--- src/rtl/oled_init_seq.sv ---
`default_nettype none
// +--------------------------------------------------------------------------+
// | oled_init_seq: walks the OLED init command ROM and streams each byte to  |
// | the byte transmitter over valid/ready after a power-up delay.            |
// | Revision: 1.0                                                            |
// +--------------------------------------------------------------------------+
module oled_init_seq #(
    parameter int NUM_BYTES    = 31,
    parameter int PWRUP_CYCLES = 1000000,
    parameter bit REINIT_PWRUP = 1'b0
) (
    input  logic       clk,
    input  logic       rst_n,
    input  logic       start,
    output logic [5:0] rom_addr,
    input  logic [7:0] rom_data,
    output logic       tx_valid,
    output logic [7:0] tx_data,
    input  logic       tx_ready,
    output logic       busy,
    output logic       init_done
);

    localparam int                CNT_W      = (PWRUP_CYCLES > 1) ? $clog2(PWRUP_CYCLES) : 1;
    localparam logic [CNT_W-1:0]  c_cnt_last = CNT_W'(PWRUP_CYCLES - 1);
    localparam logic [5:0]        c_idx_last = 6'(NUM_BYTES - 1);

    typedef enum logic [2:0] {
        ST_PWR  = 3'd0,
        ST_ADDR = 3'd1,
        ST_LAT  = 3'd2,
        ST_SEND = 3'd3,
        ST_DONE = 3'd4
    } state_t;

    state_t             state_q, state_d;
    logic [CNT_W-1:0]   cnt_q, cnt_d;
    logic [5:0]         idx_q, idx_d;
    logic               tx_valid_q, tx_valid_d;
    logic [7:0]         tx_data_q, tx_data_d;
    logic               busy_q, busy_d;
    logic               init_done_q, init_done_d;

    always_ff @(posedge clk or negedge rst_n) begin
        if (!rst_n) begin
            state_q     <= ST_PWR;
            cnt_q       <= '0;
            idx_q       <= 6'd0;
            tx_valid_q  <= 1'b0;
            tx_data_q   <= 8'h00;
            busy_q      <= 1'b1;
            init_done_q <= 1'b0;
        end else begin
            state_q     <= state_d;
            cnt_q       <= cnt_d;
            idx_q       <= idx_d;
            tx_valid_q  <= tx_valid_d;
            tx_data_q   <= tx_data_d;
            busy_q      <= busy_d;
            init_done_q <= init_done_d;
        end
    end

    always_comb begin
        state_d     = state_q;
        cnt_d       = cnt_q;
        idx_d       = idx_q;
        tx_valid_d  = tx_valid_q;
        tx_data_d   = tx_data_q;
        busy_d      = busy_q;
        init_done_d = init_done_q;

        case (state_q)
            ST_PWR: begin
                if (cnt_q == c_cnt_last) begin
                    cnt_d   = '0;
                    state_d = ST_ADDR;
                end else begin
                    cnt_d = cnt_q + CNT_W'(1);
                end
            end
            // ROM registers the address at the end of this cycle.
            ST_ADDR: state_d = ST_LAT;
            ST_LAT: begin
                tx_data_d  = rom_data;
                tx_valid_d = 1'b1;
                state_d    = ST_SEND;
            end
            ST_SEND: begin
                if (tx_ready) begin
                    tx_valid_d = 1'b0;
                    if (idx_q == c_idx_last) begin
                        state_d     = ST_DONE;
                        busy_d      = 1'b0;
                        init_done_d = 1'b1;
                    end else begin
                        idx_d   = idx_q + 6'd1;
                        state_d = ST_ADDR;
                    end
                end
            end
            ST_DONE: begin
                if (start) begin
                    idx_d       = 6'd0;
                    busy_d      = 1'b1;
                    init_done_d = 1'b0;
                    state_d     = REINIT_PWRUP ? ST_PWR : ST_ADDR;
                end
            end
            default: state_d = ST_PWR;
        endcase
    end

    // The byte index register doubles as the registered ROM address.
    assign rom_addr  = idx_q;
    assign tx_valid  = tx_valid_q;
    assign tx_data   = tx_data_q;
    assign busy      = busy_q;
    assign init_done = init_done_q;

endmodule
`default_nettype wire

--- config.mk ---
export PLATFORM = sky130hd
export DESIGN_NAME = oled_init_seq
export DESIGN_NICKNAME = d
export VERILOG_FILES = /design/src/rtl/oled_init_seq.sv
export SDC_FILE = /design/constraint.sdc
export NUM_CORES = 1
export LEC_CHECK = 0
export CAP_MARGIN = 20
export CORE_MARGIN = 2
export CORE_UTILIZATION = 53
export DETAILED_ROUTE_END_ITERATION = 12
export PLACE_DENSITY = 0.89
export SYNTH_ARGS = -nofsm -noshare
export SYNTH_HDL_FRONTEND = slang
export SYNTH_SLANG_ARGS = --single-unit
--- constraint.sdc ---
create_clock -name clk -period 2.2 [get_ports clk]
set_input_delay 0.44 -clock clk [delete_from_list [all_inputs] [get_ports clk]]
set_output_delay 0.44 -clock clk [all_outputs]
set_load 0.02 [all_outputs]
---- Yosys cells after proc, flatten, opt, wreduce, memory -nomap -nowiden ----
Index checks and enable logic that the tools add are counted.
operators by class
  add/subtract/negate cells ............... 2
  multipliers ............................. 0
  divide/modulo/power cells ............... 0
  order comparisons ....................... 0
  equality and inequality tests ........... 11
  shifts and indexed selects .............. 0
  muxes and demuxes ....................... 20
  bitwise logic cells ..................... 0
  reduce and logical (&&, ||, !) cells .... 7
operators with widths
  cell                                            number
  adder 20 x 1 -> 20 bit (second input constant)  1
  == test 20 bit (second input constant)          1
  2-to-1 mux 20 bit                               1
  2-to-1 mux 6 bit                                3
  one-hot mux 3 bit (5 select lines)              1
  2-to-1 mux 3 bit                                4
  one-hot mux 6 bit (2 select lines)              1
  inequality test 2 bit (second input constant)   5
  AND reduction 4 bit                             2
  2-to-1 mux 1 bit                                7
  adder 6 x 1 -> 6 bit (second input constant)    1
  == test 3 x 2 -> 1 bit (second input constant)  2
  == test 6 x 5 -> 1 bit (second input constant)  1
  one-hot mux 1 bit (2 select lines)              3
  nonzero test 2 bit                              2
  == test 3 x 1 -> 1 bit (second input constant)  1
  == test 3 bit (second input constant)           1
  logical NOT 3 bit                               1
  AND reduction 3 bit                             1
  AND reduction 2 bit                             1
word-level totals
  flip-flop bits (word level) ............. 40
  latch bits .............................. 0
  bits in writable memories ............... 0
  memory bits (read-only) ................. 0
  output and inout port bits .............. 17
  word-level logic and storage cells ...... 47
  memories ................................ 0

---- Depth between registers and ports, before layout ----
  depth in word-level cells ............... 4
  gate-level depth with buffers ........... 6

---- Worst setup path before layout ----
OpenSTA, ideal clock, no wires.
  path type ............................... register -> register
  from .................................... register state_q[0]
  to ...................................... register cnt_q[19]
  setup time .............................. 0.078 ns
  arrival ................................. 1.828 ns
  required time ........................... 2.122 ns
  path slack .............................. 0.295 ns
  stages on the path, launching flop included .. 6
  path buffers ............................ 1
  clock period less this slack ............ 1.905 ns
  cell sequence ........................... dfrtp_1 buf_6 or3_1 or4_4 or3_1 a21oi_1
on the way
  cells in the longest elaborated chain, start to end .. 1
ends and longest elaborated chain
  what                      RTL line  source
  start: declaration        36        state_t state_q, state_d;
  start signal: assignment  54        state_q <= state_d;
  logical NOT 3 bit         73        case (state_q)
  end signal: assignment    55        cnt_q <= cnt_d;
  end: declaration          37        logic [CNT_W-1:0] cnt_q, cnt_d;
No other way between the ends.
A chain may end at the register's enable or synchronous reset.

---- Worst setup path after layout ----
  from .................................... register state_q[1]
  to ...................................... register cnt_q[18]
Same word-level chain as after synthesis.

==> qor.yml <==
sta:
  maxSlewViolCount: 0
  fmax_mhz: 497
  finalSetupViolations: 0
  fin_crit_sh: 0.915
  rsz0062_at_grt: "no"
  tightest_slew_ns: 0.480
  fin_skew_ns: 0.0132
  hold_violations: 0
  tns_ns: 0
  hold_ws_ns: 0.503
  period_minus_slack_ns: 2.01
  slew_headroom: 0.672
placed_design:
  port_buffers: 28
  gp_congestion: 0.861
  dp_hpwl_um: 2780
  place_area_sq_mm: 0.00229
  placed_cells: 255
flow_run:
  drv_cap: 0
detailed_routing:
  wire_per_inst_um: 14.8
  dr.pass1.iters: 4
  route.detailed.drc: 0
  wirelength_um: 3920
  vias_per_cell: 5.75
  ant_nets: 0
  vias: 1518
  first_iter_violations: 76
power_and_ir_drop:
  p_leak_nw: 1.02
  p_per_area_mw_per_mm2: 1100
  ir_drop_v: 0.000475
floorplan:
  ios: 29
  start_util: 0.568
  coreArea_sq_mm: 0.00342
  rows: 21
  die_h_um: 64.5
  die_area_sq_mm: 0.00416
  die_w_um: 64.5
grt:
  grt_max_degree: 18
  grt_pass1_wl_um: 6720
  track_usage: 0.211
  overflow: 0
  antenna_found_initial: 0
  grt_pass1_vias: 1457
setup_path:
  start_kind: "flip-flop"
  worstSetupPathType: "reg -> reg"
  rrSetupSlack_ns: 0.19
  end_kind: "flip-flop"
  timing.rr.end: "cnt_q[18]"
  path_max_fanout: 10
  rr_worst_depth: 5
  required_ns: 2.48
  crit_arrival_ns: 2.29
  reg2reg_from: "state_q[1]"
clocking:
  cts_made_buffers: 5
  htree_levels: 2
  path_clk_slew_ns: 0.14
  cts_resized: 0
  clock-root-buffer: "clkbuf_4"
  cts_max_path_buffers: 2
  insertion_delay_ns: 0.36
  cts_tree: "built"
  clock-sinks: 40
finish:
  layout_common_cells: "dfrtp_1 (39), clkdlybuf4s50_1 (27), nor2_1 (13), nand2_1 (10)"
  drive_above_1_share: 0.147
  final_nets: 232
  final_common_cell: "dfrtp_1"
  fin_cells: 264
  finalInstanceArea_sq_mm: 0.00239
  diodes: 0
  fillers: 258
  area_delta_synth_final_pct: 22.9
  fin_util: 0.699
worst_hold_path:
  min_path_type: "reg -> reg"
  whs_path_depth: 1
  hold_path.startpoint: "cnt_q[15]"
  hold_end: "cnt_q[15]"
synth:
  ys_warn_count: 0
  yosys.cell_types.count: 42
  syn_avg_cell_area_sq_um: 10.7
  syn_area_sq_mm: 0.00194
  seq_area_frac_synth: 0.516
  synthesis.instances: 181
  synth-seq-cells: 40
  syn_nets: 196
status:
  status: "finished clean"
-- routing by layer --
layer  part of all wire  track usage
met2               0.46        0.333
met1               0.44        0.265
met3              0.061       0.0642
met5                  0            0
met4              0.032       0.0984
-- state kept, by name (all words and copies together), names as in the netlist --
signal and count:
busy 1, cnt_q 20, init_done 1, rom_addr 6, state_q 3, tx_data 8, tx_valid 1
-- worst max path at each step --
| stage | start | to | slack (ns) | cells past startpoint |
|---|---|---|---|---|
| global route | state_q[2] | cnt_q[18] | 0.06 | 5 |
| floorplan | state_q[0] | cnt_q[19] | 0.29 | 5 |
| global placement | tx_ready | rom_addr[3] | 0.19 | 5 |
| detailed placement | tx_ready | rom_addr[3] | 0.13 | 5 |
| finish | state_q[1] | cnt_q[18] | 0.19 | 5 |
| CTS | state_q[1] | cnt_q[18] | 0.20 | 5 |
-- report_power, final --
group | switching (mW) | internal, mW
registers | 0.173 | 0.923
clock network | 0.269 | 0.243
logic | 0.495 | 0.517
total | 0.937 | 1.68
-- logic make-up (layout without fill, tap and decap cells) --
| kind of cell | after synthesis | in the layout | share of synthesized area |
|---|---|---|---|
| and+or+nand+nor | 76 | 76 | 0.227 |
| buffers and inverters | 12 | 49 | 0.0277 |
| AOI/OAI and AO/OA | 23 | 23 | 0.0747 |
| DFF | 40 | 40 | 0.516 |
| muxes | 12 | 12 | 0.0670 |
| xor gates and xnor gates | 15 | 15 | 0.0677 |
| adders and majority gates | 3 | 3 | 0.0193 |
-- synthesized netlist by cell type --
| cell type | count | share of area |
|---|---|---|
| dfrtp_1 | 39 | 0.50 |
| nor2_1 | 13 | 0.025 |
| nand2_1 | 10 | 0.019 |
| mux2_2 | 8 | 0.046 |
| nand3_1 | 8 | 0.021 |
| nand4_1 | 8 | 0.026 |
| xnor2_1 | 8 | 0.036 |
| a21oi_1 | 7 | 0.018 |
| nor3_1 | 7 | 0.018 |
| xor2_1 | 7 | 0.032 |
| o21ai_0 | 6 | 0.015 |
| clkbuf_1 | 5 | 0.0097 |
| inv_1 | 5 | 0.0097 |
| nor4_1 | 5 | 0.016 |
| and3_1 | 4 | 0.013 |
| mux2i_1 | 4 | 0.021 |
| or3_1 | 4 | 0.013 |
| ha_1 | 3 | 0.019 |
| nand2b_1 | 3 | 0.0097 |
| nor2b_1 | 3 | 0.0097 |
| a211oi_1 | 2 | 0.0077 |
| a21o_1 | 2 | 0.0077 |
| a2111oi_0 | 1 | 0.0045 |
| a21bo_2 | 1 | 0.0052 |
| a22o_1 | 1 | 0.0045 |
| a31o_2 | 1 | 0.0045 |
| a31oi_1 | 1 | 0.0032 |
| and2_1 | 1 | 0.0032 |
| and4_1 | 1 | 0.0045 |
| buf_2 | 1 | 0.0026 |
| buf_6 | 1 | 0.0058 |
| dfstp_2 | 1 | 0.014 |
| nand4b_1 | 1 | 0.0045 |
| nor4_2 | 1 | 0.0064 |
| nor4_4 | 1 | 0.011 |
| nor4b_1 | 1 | 0.0045 |
| nor4bb_1 | 1 | 0.0052 |
| o31ai_1 | 1 | 0.0039 |
| or2_2 | 1 | 0.0032 |
| or4_1 | 1 | 0.0039 |
| or4_4 | 1 | 0.0058 |
| or4b_2 | 1 | 0.0052 |
-- metrics by stage --
stage | power [mW] | worst slack, ns
6_report | 2.62 | 0.186
5_1_grt | 2.78 | 0.0645
4_1_cts | 2.64 | 0.195
3_5_place_dp | 2.12 | 0.126
3_3_place_gp | 2.08 | 0.193
2_1_floorplan | 1.69 | 0.295
-- area by class of cell --
type                       count  area [sq um]  area share
sequential                    40          1000       0.420
multi-input combinational    129           886       0.371
timing repair buffer          36           338       0.142
clock buffer                   5          37.5      0.0157
tap                           46          57.6      0.0241
inverter                       5          18.8     0.00787
clock inverter                 3          46.3      0.0194
-- critical path, stage by stage (launching register included) --
cell and delay [ns]:
dfrtp_1 0.47, or3_1 0.40, buf_4 0.19, nor4_4 0.49
mux2i_1 0.16, nor3_1 0.21
-- timing repair --
| item | 4_1_cts | 5_1_grt |
|---|---|---|
| setup buffers | 0 | 0 |
| hold buffers | 1 | 0 |
| hold endpoints to repair | 15 | 0 |
Power figures use the tool's default switching activity.
